$ cat config.mk
export PLATFORM = sky130hd
export DESIGN_NAME = gs_dac_sdm
export DESIGN_NICKNAME = d
export VERILOG_FILES = /design/src/rtl/gs_dac_sdm.sv
export SDC_FILE = /design/constraint.sdc
export NUM_CORES = 1
export LEC_CHECK = 0
export BUFFER_PORTS_ARGS = -buffer_cell sky130_fd_sc_hd__clkbuf_2
export CORE_MARGIN = 10
export CORE_UTILIZATION = 55
export CTS_CLUSTER_SIZE = 14
export DETAILED_ROUTE_END_ITERATION = 16
export GPL_TIMING_DRIVEN = 1
export PLACE_DENSITY = 0.75
export SETUP_SLACK_MARGIN = 0.05
export SLEW_MARGIN = 30
export SYNTH_ARGS = -nofsm -noshare
export SYNTH_HDL_FRONTEND = slang
export SYNTH_HIERARCHICAL = 1
export SYNTH_SLANG_ARGS = --single-unit
$ cat constraint.sdc
create_clock -name clk32 -period 3.5 [get_ports clk32]
set_input_delay 0 -clock clk32 [delete_from_list [all_inputs] [get_ports clk32]]
set_output_delay 0 -clock clk32 [all_outputs]
set_load 0.05 [all_outputs]
$ cat src/rtl/gs_dac_sdm.sv
// gs_dac_sdm: General Sound DAC output stage (clk32 domain).
// Snoops the GS CPU bus for DAC sample reads and volume port writes,
// scales the four channels with one shared 8-cycle shift-add multiplier,
// and drives four first-order sigma-delta bitstreams.

// One sigma-delta lane: accumulate the scaled sample once per frame and
// emit the carry as the output bit.
module gs_dac_sdm_lane #(
    parameter int ACC_W = 14
) (
    input  logic             clk32,
    input  logic             rst_n,
    input  logic             upd_i,
    input  logic [ACC_W-1:0] prod_i,
    output logic             gdac_o
);
    logic [ACC_W-1:0] acc_q;
    logic             gdac_q;
    logic [ACC_W:0]   sum;

    assign sum    = {1'b0, acc_q} + {1'b0, prod_i};
    assign gdac_o = gdac_q;

    // Accumulator and output bit update only in this lane's phase-7 slot.
    always_ff @(posedge clk32 or negedge rst_n) begin
        if (!rst_n) begin
            acc_q  <= '0;
            gdac_q <= 1'b0;
        end else if (upd_i) begin
            acc_q  <= sum[ACC_W-1:0];
            gdac_q <= sum[ACC_W];
        end
    end
endmodule

module gs_dac_sdm #(
    parameter int DAC_W = 8,
    parameter int VOL_W = 6,
    parameter int ACC_W = 14   // must equal DAC_W+VOL_W (product width)
) (
    input  logic        clk32,
    input  logic        rst_n,
    input  logic [15:0] ga,
    input  logic [7:0]  gd,
    input  logic        n_gmreq,
    input  logic        n_giorq,
    input  logic        n_grd,
    input  logic        n_gwr,
    input  logic        n_gm1,
    output logic        gdac0,
    output logic        gdac1,
    output logic        gdac2,
    output logic        gdac3,
    output logic        frame
);
    localparam int NUM_CH = 4;

    // ---------------- bus snoop stage S1 ----------------
    logic [15:0] ga_q;
    logic [7:0]  gd_q;
    logic        n_gmreq_q, n_giorq_q, n_grd_q, n_gwr_q, n_gm1_q;

    // Register every bus input once; all decoding works on these copies.
    always_ff @(posedge clk32 or negedge rst_n) begin
        if (!rst_n) begin
            ga_q      <= '0;
            gd_q      <= '0;
            n_gmreq_q <= 1'b1;
            n_giorq_q <= 1'b1;
            n_grd_q   <= 1'b1;
            n_gwr_q   <= 1'b1;
            n_gm1_q   <= 1'b1;
        end else begin
            ga_q      <= ga;
            gd_q      <= gd;
            n_gmreq_q <= n_gmreq;
            n_giorq_q <= n_giorq;
            n_grd_q   <= n_grd;
            n_gwr_q   <= n_gwr;
            n_gm1_q   <= n_gm1;
        end
    end

    // ---------------- access decode ----------------
    logic       rd_hit, wr_hit;
    logic [3:0] wr_idx;

    assign rd_hit = ~n_gmreq_q & ~n_grd_q & (ga_q[15:13] == 3'b011);
    assign wr_hit = ~n_giorq_q & ~n_gwr_q & n_gm1_q
                  & (ga_q[3:0] >= 4'd6) & (ga_q[3:0] <= 4'd9);
    assign wr_idx = ga_q[3:0] - 4'd6;

    // ---------------- glitch filters ----------------
    // A hit must last at least two cycles; the held value is committed on
    // the first cycle the hit drops.
    logic [1:0] rd_run_q, rd_run_d, wr_run_q, wr_run_d;
    logic [7:0] rd_hold_q, wr_hold_q;
    logic [1:0] rd_ch_q, wr_ch_q;
    logic       rd_commit, wr_commit;

    assign rd_commit = ~rd_hit & rd_run_q[1];
    assign wr_commit = ~wr_hit & wr_run_q[1];

    // Saturating run counters for both access paths.
    always_comb begin
        rd_run_d = '0;
        wr_run_d = '0;
        if (rd_hit) rd_run_d = (rd_run_q == 2'd3) ? 2'd3 : rd_run_q + 2'd1;
        if (wr_hit) wr_run_d = (wr_run_q == 2'd3) ? 2'd3 : wr_run_q + 2'd1;
    end

    // Run counters plus data/channel hold registers, tracked while a hit lasts.
    always_ff @(posedge clk32 or negedge rst_n) begin
        if (!rst_n) begin
            rd_run_q  <= '0;
            wr_run_q  <= '0;
            rd_hold_q <= '0;
            wr_hold_q <= '0;
            rd_ch_q   <= '0;
            wr_ch_q   <= '0;
        end else begin
            rd_run_q <= rd_run_d;
            wr_run_q <= wr_run_d;
            if (rd_hit) begin
                rd_hold_q <= gd_q;
                rd_ch_q   <= ga_q[9:8];
            end
            if (wr_hit) begin
                wr_hold_q <= gd_q;
                wr_ch_q   <= wr_idx[1:0];
            end
        end
    end

    // ---------------- channel registers ----------------
    logic [NUM_CH-1:0][DAC_W-1:0] smp_q;
    logic [NUM_CH-1:0][VOL_W-1:0] vol_q;

    // Sample and volume commits are independent and may land together.
    always_ff @(posedge clk32 or negedge rst_n) begin
        if (!rst_n) begin
            smp_q <= '0;
            vol_q <= '0;
        end else begin
            if (rd_commit) smp_q[rd_ch_q] <= rd_hold_q[DAC_W-1:0];
            if (wr_commit) vol_q[wr_ch_q] <= wr_hold_q[VOL_W-1:0];
        end
    end

    // ---------------- frame timing ----------------
    logic [4:0] cnt_q;
    logic [1:0] slot;
    logic [2:0] phase;

    assign slot  = cnt_q[4:3];
    assign phase = cnt_q[2:0];
    assign frame = (cnt_q == 5'd31);

    // Free-running 32-cycle frame counter.
    always_ff @(posedge clk32 or negedge rst_n) begin
        if (!rst_n) cnt_q <= '0;
        else        cnt_q <= cnt_q + 5'd1;
    end

    // ---------------- shared shift-add multiplier ----------------
    logic [DAC_W-1:0] op_a_q, op_a_d;
    logic [VOL_W-1:0] op_b_q, op_b_d;
    logic [ACC_W-1:0] prod_q, prod_d;
    logic [2:0]       sh;

    assign sh = phase - 3'd1;

    // Phase 0 loads operands, phases 1..6 add one partial product each
    // (volume LSB first), phase 7 holds the result for the lane update.
    always_comb begin
        op_a_d = op_a_q;
        op_b_d = op_b_q;
        prod_d = prod_q;
        case (phase)
            3'd0: begin
                op_a_d = smp_q[slot];
                op_b_d = vol_q[slot];
                prod_d = '0;
            end
            3'd7: ;
            default: begin
                if (op_b_q[0]) prod_d = prod_q + ({{VOL_W{1'b0}}, op_a_q} << sh);
                op_b_d = op_b_q >> 1;
            end
        endcase
    end

    // Multiplier datapath registers.
    always_ff @(posedge clk32 or negedge rst_n) begin
        if (!rst_n) begin
            op_a_q <= '0;
            op_b_q <= '0;
            prod_q <= '0;
        end else begin
            op_a_q <= op_a_d;
            op_b_q <= op_b_d;
            prod_q <= prod_d;
        end
    end

    // ---------------- sigma-delta lanes ----------------
    logic [NUM_CH-1:0] gdac_v;

    for (genvar i = 0; i < NUM_CH; i++) begin : g_lane
        gs_dac_sdm_lane #(.ACC_W(ACC_W)) u_lane (
            .clk32  (clk32),
            .rst_n  (rst_n),
            .upd_i  ((phase == 3'd7) && (slot == i)),
            .prod_i (prod_q),
            .gdac_o (gdac_v[i])
        );
    end

    assign gdac0 = gdac_v[0];
    assign gdac1 = gdac_v[1];
    assign gdac2 = gdac_v[2];
    assign gdac3 = gdac_v[3];

    // Address/data bits the decode never looks at.
    logic unused_bits;
    assign unused_bits = ^{ga_q[12:10], ga_q[7:4], wr_hold_q[7:6], wr_idx[3:2]};
endmodule

After elaboration in Yosys (flattened, before gate mapping)
Cells that the tools add are included.
- bitwise logic cells: 15
- reduce and logical (&&, ||, !) cells: 10
- magnitude comparators: 7
- muxes and demuxes: 17
- shift-type cells: 1
- equality and inequality tests: 8
- add/subtract/negate cells: 10
- operator list (cell ; number):
    adder 14 x 14 -> 15 bit ; 4
    bitwise mux 32 bit ; 1
    case mux 14 bit (2 select lines) ; 1
    bitwise mux 24 bit ; 1
    binary-select mux 8 bit (select 2 bit) ; 1
    demux 8 bit (select 2 bit) ; 1
    2-to-1 mux 8 bit ; 2
    adder 14 bit ; 1
    2-to-1 mux 14 bit ; 1
    left shift 8 x 3 -> 14 bit ; 1
    binary-select mux 6 bit (select 2 bit) ; 1
    demux 6 bit (select 2 bit) ; 1
    2-to-1 mux 6 bit ; 2
    case mux 6 bit (2 select lines) ; 1
    less-than comparator 2 x 3 -> 1 bit, second input constant ; 3
    AND 1 bit ; 8
    == test 2 bit, second input constant ; 4
    2-to-1 mux 2 bit ; 4
    NOT 1 bit ; 7
    logical AND 1 bit ; 6
    adder 5 x 1 -> 5 bit, second input constant ; 1
    == test 5 bit, second input constant ; 1
    adder 2 x 1 -> 2 bit, second input constant ; 2
    greater-or-equal comparator 2 x 1 -> 1 bit, second input constant ; 2
    other kinds (11) ; 11
- word-level logic and storage cells: 101
- output and inout port bits: 5
- bits in registers: 200
- input bits: 31

Logic depth before layout (Yosys ltp)
Gate-level depths: netlist of run 1.
- depth after elaboration: 7
- mapped depth: 16
- gate-level depth less buffers: 14

Hierarchy
The synthesis of run 1 kept the hierarchy.
- modules (own cells, without submodules) (module ; instances ; area an instance (um2) ; sequential area each (um2) ; cells an instance):
    gs_dac_sdm ; 1 ; 6139.6 ; 3334.4 ; 502
    gs_dac_sdm_lane ; 4 ; 1223.7 ; 375.4 ; 132

Worst setup path before layout of run 1
Ideal clock, no wire load.
- kind: flip-flop to flip-flop
- start: reg cnt_q[0]
- end: reg prod_q[13]
- setup slack: 0.000 ns
- buffers on the path: 3
- library setup time: 0.144 ns
- stages on the path, launching flop included: 16
- arrival time: 3.356 ns
- cells stage by stage: dfrtp_1 clkbuf_1 inv_1 ha_1 clkbuf_1 buf_2 mux2i_1 a21oi_1 nand2_1 o21ai_0 ha_1 or4_1 o22a_1 a221o_1 o311ai_0 o211ai_2
- cells in the longest elaborated chain, start to end: 5
- RTL lines (element ; line ; text):
    start: declaration ; 151 ; logic [4:0] cnt_q;
    start signal: assignment ; 162 ; else cnt_q <= cnt_q + 5'd1;
    subtractor 3 x 1 -> 3 bit ; 171 ; assign sh = phase - 3'd1;
    net sh[0] ; 169 ; logic [2:0] sh;
    left shift 8 x 3 -> 14 bit ; 187 ; if (op_b_q[0]) prod_d = prod_q + ({{VOL_W{1'b0}}, op_a_q} << sh);
    adder 14 bit ; 187 ;
    2-to-1 mux 14 bit ; 187 ;
    case mux 14 bit (2 select lines) ; 179 ; case (phase)
    end signal: assignment ; 202 ; prod_q <= prod_d;
    end: declaration ; 168 ; logic [ACC_W-1:0] prod_q, prod_d;
The timed path passes the listed nets, and every way through them passes these cells. The select of a mux whose other input is x is not followed.
A chain may end at the register's enable or synchronous reset.

Worst setup path after layout of run 1
- start: reg cnt_q[1]
- end: reg prod_q[13]
- cells in the longest elaborated chain, start to end: 5
- RTL lines (element ; line):
    subtractor 3 x 1 -> 3 bit ; 171
    left shift 8 x 3 -> 14 bit ; 187
    adder 14 bit ; 187
    2-to-1 mux 14 bit ; 187
    case mux 14 bit (2 select lines) ; 179
Parallel ways exist; a longest one is shown, timed or not. The select of a mux whose other input is x is not followed.

==> results of run 1 <==
[worst reg2reg max path, stage by stage (launching register included)]
cell,delay [ns]
dfrtp_1,0.37
inv_1,0.07
ha_2,0.41
mux2_2,0.36
a21oi_1,0.21
a21oi_1,0.10
ha_1,0.23
or4_1,0.53
o22a_1,0.21
a221o_1,0.31
o311ai_0,0.13
o211ai_2,0.13
[what timing repair did]
item,CTS,global route
hold buffers,23,0
resized for setup,0,2
endpoints found under the setup margin,0,1
hold endpoints to repair,96,0
[metal layers]
metal	up-vias	track usage
li1	3897	-
met1	3930	0.2240
met2	123	0.3062
met3	22	0.03610
met4	0	0.04963
met5	-	0
[layout by cell type (no fill, tap or decap), types with 12 or more instances in the layout]
cell type / n
dfrtp_1: 188
xor2_1: 14
nor3_1: 15
nand2_1: 128
dlygate4sd3_1: 23
mux4_2: 14
a21o_1: 14
a31oi_1: 19
clkbuf_16: 17
ha_1: 72
a21oi_1: 64
mux2_2: 97
buf_4: 15
o21a_1: 12
clkbuf_2: 27
o31ai_1: 12
inv_1: 27
nor2_1: 57
nor2b_1: 13
o21ai_0: 60
xnor2_1: 19
[final timing paths]
check                                             endpoint  slack, ns  cells past startpoint
min in group clk32                                 n_gwr_q       0.18                      2
worst min-delay path            g_lane[3].u_lane/acc_q[13]       0.13                      2
worst max register to register                  prod_q[13]       0.29                     11
worst max-delay path                            prod_q[13]       0.29                     11
max in group asynchronous                          n_gm1_q       2.37                      3
worst min register to register                  rd_ch_q[1]       0.44                      2
[cell families after synthesis]
kind of cell	count (synthesis)	synth area share
AOI/OAI and AO/OA	255	0.1595
xor gates and xnor gates	33	0.02619
adders and majority gates	79	0.09298
buffers and inverters	63	0.02279
DFF	193	0.4383
muxes	122	0.1377
and+or+nand+nor	285	0.1226
[report_power, final]
part | switching (mW) | internal [mW]
logic | 0.0761 | 0.0658
clock network | 0.952 | 1.04
registers | 0.0729 | 2.29
[registers in the layout (all words and copies together) (netlist names), 4 cells and up]
register,cells
cnt_q,5
g_lane.u_lane/acc_q,56
g_lane.u_lane/gdac_o,4
ga_q,9
gd_q,8
op_a_q,8
op_b_q,6
prod_q,14
rd_hold_q,8
smp_q,32
vol_q,24
wr_hold_q,6
[metrics by stage]
stage / worst slack, ns / util
2_1_floorplan: 0.1284 / -
3_3_place_gp: 0.3092 / 0.5872
3_5_place_dp: 0.2703 / 0.5873
4_1_cts: 0.2322 / 0.6303
5_1_grt: 0.06313 / 0.6310
6_report: 0.2939 / 0.6310
[cell type report]
class | count | area share
tap | 265 | 0.02682
sequential | 193 | 0.3912
clock buffer | 18 | 0.03472
inverter | 27 | 0.008199
clock inverter | 14 | 0.01468
multi-input combinational | 774 | 0.4829
timing repair buffer | 67 | 0.04140
==> reports/qor.yml, run 1 <==
drt:
  dr_total_vias: 7972
  via_per_inst: 5.870
  wl_per_cell_um: 16.70
  wl_met1_um: 10170
  firstDrtPassIters: 5
  dr_wl_met3_um: 851
  drt_iter0_markers: 362
  routed_wirelength_um: 22680
  maxUsedRoutingLayer: "met4"
  drtAntennaViolNets: 0
  drc: 0
  wl_met2_um: 11250
worst_setup_path:
  worstPathMaxFanout: 8
  crit_top_cell: "a21oi_1"
  worst_ep_required_time_ns: 3.80
  crit_chain: "inv_1, ha_2, mux2_2, a21oi_1, a21oi_1, ha_1, or4_1, o22a_1, a221o_1, o311ai_0, o211ai_2"
  startpoint_type: "flop"
  end_kind: "flop"
  crit_family: "compound AO/OA/AOI/OAI gates"
  max_stage_delay_ns: 0.53
  criticalPathCategory: "reg2reg"
  worstSetupStartpoint: "cnt_q[1]"
  crit_buf_inv: 1
  rr_startpoint: "cnt_q[1]"
  worstPathArrival_ns: 3.51
  slowest_stage: "or4_1"
cts:
  path_clk_slew_ns: 0.08
  numCtsBuffers: 17
  htree_num_levels: 4
  post_cts_buffers: 0
  cts_num_sinks: 193
  cts_tree: "yes"
  clk_latency_ns: 0.44
  clockRootBuffer: "clkbuf_16"
  clk_path_buf_depth: 2
grt:
  grt_use_total: 0.1786
  grt_pass1_vias: 7935
  grt_max_degree: 80
  overflow: 0
  antenna_found_initial: 0
  grt_pass1_wl_um: 38760
timing:
  hold_ws_ns: 0.1340
  relSlewSlack: 0.3961
  tightest_slew_ns: 0.9039
  finClkSkew_ns: 0.01081
  hold_violations: 0
  grt_setup_unrepaired: "no"
  finalMaxSlewViolations: 0
  max_freq_mhz: 311.9
  setup_tns_ns: 0
  min_period_over_period: 0.9160
  setup-violations-final: 0
  fin_crit_ns: 3.206
placement:
  dpl_cell_area_um2: 11510
  portBuffers: 28
  gp_congestion: 0.8727
  hpwl_um: 15350
  placed_cells: 1303
layout:
  final_cell_area_um2: 12360
  syn2layout_area_growth_pct: 12.02
  stdcell_count: 1358
  regArea_um2: 4836
  layout-drive-gt1-share: 0.2013
  diodes: 0
  nFillCells: 1562
  multiInputGateArea_um2: 5969
  nNetsFinal: 1190
die:
  num_rows: 51
  die-width_um: 161.6
  dieArea_um2: 26130
  die_h_um: 161.6
  core_um2: 19590
  start_util: 0.5633
  pin_count: 36
power:
  peakVddDrop_uv: 457.0
  finalPower_mw: 4.496
  power_density_nw_per_um2: 363.7
  leakage_nw: 5.969
synthesis:
  synth_edf_count: 0
  syn_avg_cell_area_um2: 10.71
  yosysMostFrequentCell: "dfrtp_1"
  synth_seq_cells: 193
  synth-seq-area-share: 0.4383
  netlist_instances: 1030
  synth_common_cells: "dfrtp_1 (188), nand2_1 (128), mux2_2 (97), ha_1 (74), a21oi_1 (64)"
  dominantRegCellSynth: "dfrtp_1"
  syn_nets: 1140
  synth_top_area_cell: "dfrtp_1"
  yosys.area.top_type_share: 0.4264
  synthTopCellsByArea: "dfrtp_1 (43%), mux2_2 (9.9%), ha_1 (8.4%), nand2_1 (4.4%), a21oi_1 (2.9%)"
  yosys_warnings: 6
  netlist_area_um2: 11030
  yosys.cell_types.count: 66
  async_reset_ff_frac: 1.000
worst_hold_path:
  hp-class: "in2async"
run:
  cap_viol_max_count: 0
status:
  outcome: "completed"
(Power assumes the default switching activity.)
==> run 2: changes to the inputs <==
- CELL_PAD_IN_SITES_DETAIL_PLACEMENT: unset -> 0
- CELL_PAD_IN_SITES_GLOBAL_PLACEMENT: unset -> 1
- CORE_UTILIZATION: 55 -> 46
- PLACE_DENSITY: 0.75 -> unset
- PLACE_DENSITY_LB_ADDON: unset -> 0.1
==> reports/qor.yml, run 2 (same netlist as run 1, synthesis figures left out) <==
timing:
  max_freq_mhz: 309.3
  min_period_over_period: 0.9237
  setup-violations-final: 0
  fin_crit_ns: 3.233
  setup_tns_ns: 0
  grt_setup_unrepaired: "no"
  relSlewSlack: 0.4877
  finClkSkew_ns: 0.01572
  tightest_slew_ns: 0.7644
  finalMaxSlewViolations: 0
  hold_violations: 0
grt:
  antenna_found_initial: 0
  grt_pass1_vias: 7886
  grt_max_degree: 106
  grt_use_total: 0.1606
  grt_pass1_wl_um: 40490
  overflow: 0
worst_setup_path:
  end_kind: "flop"
  criticalPathCategory: "reg2reg"
  r2r_cells: 13
  startpoint_type: "flop"
  crit_top_cell: "ha_1"
  crit_chain: "inv_1, ha_1, buf_4, mux2i_1, a21oi_1, nand2_1, o21ai_0, ha_1, or4_1, o22a_1, a221o_1, o31a_1, o211ai_2"
  crit_family: "compound AO/OA/AOI/OAI gates"
  max_stage_delay_ns: 0.48
  crit_buf_inv: 2
  worstPathMaxFanout: 8
  crit_cells: 13
  regToRegSetupSlack_ns: 0.27
  worst_ep_required_time_ns: 3.86
  worstPathArrival_ns: 3.60
  slowest_stage: "or4_1"
power:
  power_density_nw_per_um2: 363.7
  leakage_nw: 6.012
  finalPower_mw: 4.550
  peakVddDrop_uv: 329.3
status:
  outcome: "completed"
layout:
  reg_top3: "g_lane.u_lane/acc_q (56), smp_q (32), vol_q (24)"
  nNetsFinal: 1195
  final_common_cell: "dfrtp_1"
  top_register: "g_lane.u_lane/acc_q"
  largest_reg_flops: 56
  final_util: 0.5314
  diodes: 0
  final_cell_area_um2: 12510
  final_cell_mix: "dfrtp_1 (188), nand2_1 (128), mux2_2 (97), ha_1 (74), a21oi_1 (64)"
  syn2layout_area_growth_pct: 13.37
  layout-drive-gt1-share: 0.2049
  stdcell_count: 1417
cts:
  clockRootBuffer: "clkbuf_16"
  post_cts_buffers: 0
  cts_num_sinks: 193
  cts_tree: "yes"
  path_clk_slew_ns: 0.08
  clk_latency_ns: 0.45
  htree_num_levels: 4
  clk_path_buf_depth: 2
  numCtsBuffers: 17
placement:
  placed_cells: 1361
  dpl_cell_area_um2: 11610
  portBuffers: 28
  hpwl_um: 16600
  gp_congestion: 0.8265
drt:
  drt_iter0_markers: 530
  dr_total_vias: 7885
  firstDrtPassIters: 5
  via_per_inst: 5.565
  routed_wirelength_um: 23680
  wl_per_cell_um: 16.71
  drtAntennaViolNets: 0
  drc: 0
die:
  die_h_um: 174.9
  core_um2: 23540
  die-width_um: 174.9
  start_util: 0.4687
  num_rows: 56
  dieArea_um2: 30580
  pin_count: 36
run:
  cap_viol_max_count: 0
worst_hold_path:
  hp-class: "in2async"
-- run 2: cell types whose count changed in the layout (fill, tap and decap cells not counted), sizes merged --
cell    before  now
clkinv       5    6
bufinv       1    0
buf         16   21
-- run 2: final timing paths --
check	startpoint	to
worst max-delay path	cnt_q[1]	prod_q[13]
worst min register to register	ga_q[9]	rd_ch_q[1]
min in group clk32	n_grd	n_grd_q
worst max register to register	cnt_q[1]	prod_q[13]
max in group asynchronous	rst_n	smp_q[0]
worst min-delay path	rst_n	g_lane[1].u_lane/acc_q[13]
-- run 2: layout make-up --
class | instances | area, um^2
multi-input combinational | 774 | 5969
fill | 2147 | 11030
clock inverter | 14 | 195.2
clock buffer | 18 | 439.2
sequential | 193 | 4836
timing repair buffer | 72 | 569.3
inverter | 27 | 101.3
tap | 319 | 399.1
-- run 2: per-layer routing --
layer | vias up | share of wire | GRT usage
met5 | - | 0 | 0
met4 | 0 | 0.014 | 0.04274
met3 | 22 | 0.028 | 0.02673
met2 | 107 | 0.48 | 0.2664
met1 | 3836 | 0.47 | 0.2129
li1 | 3920 | - | -
-- run 2: power breakdown --
part / switching, mW / internal, mW / total, mW
Clock: 1.03 / 1.01 / 2.04
Sequential: 0.0713 / 2.29 / 2.36
Combinational: 0.0745 / 0.0698 / 0.144
-- run 2: repair_timing --
| item | CTS | global route |
|---|---|---|
| endpoints found under the hold margin | 124 | 0 |
| endpoints found under the setup margin | 0 | 2 |
| gates resized for setup | 0 | 2 |
| hold buffers | 23 | 0 |
-- run 2: stage by stage --
stage	hold slack (ns)	setup WS [ns]
finish	0.04460	0.2669
global route	0.06033	0.06191
CTS	0.1591	0.2354
detailed placement	0.08986	0.2451
global placement	0.08857	0.3049
floorplan	-0.2956	0.1284
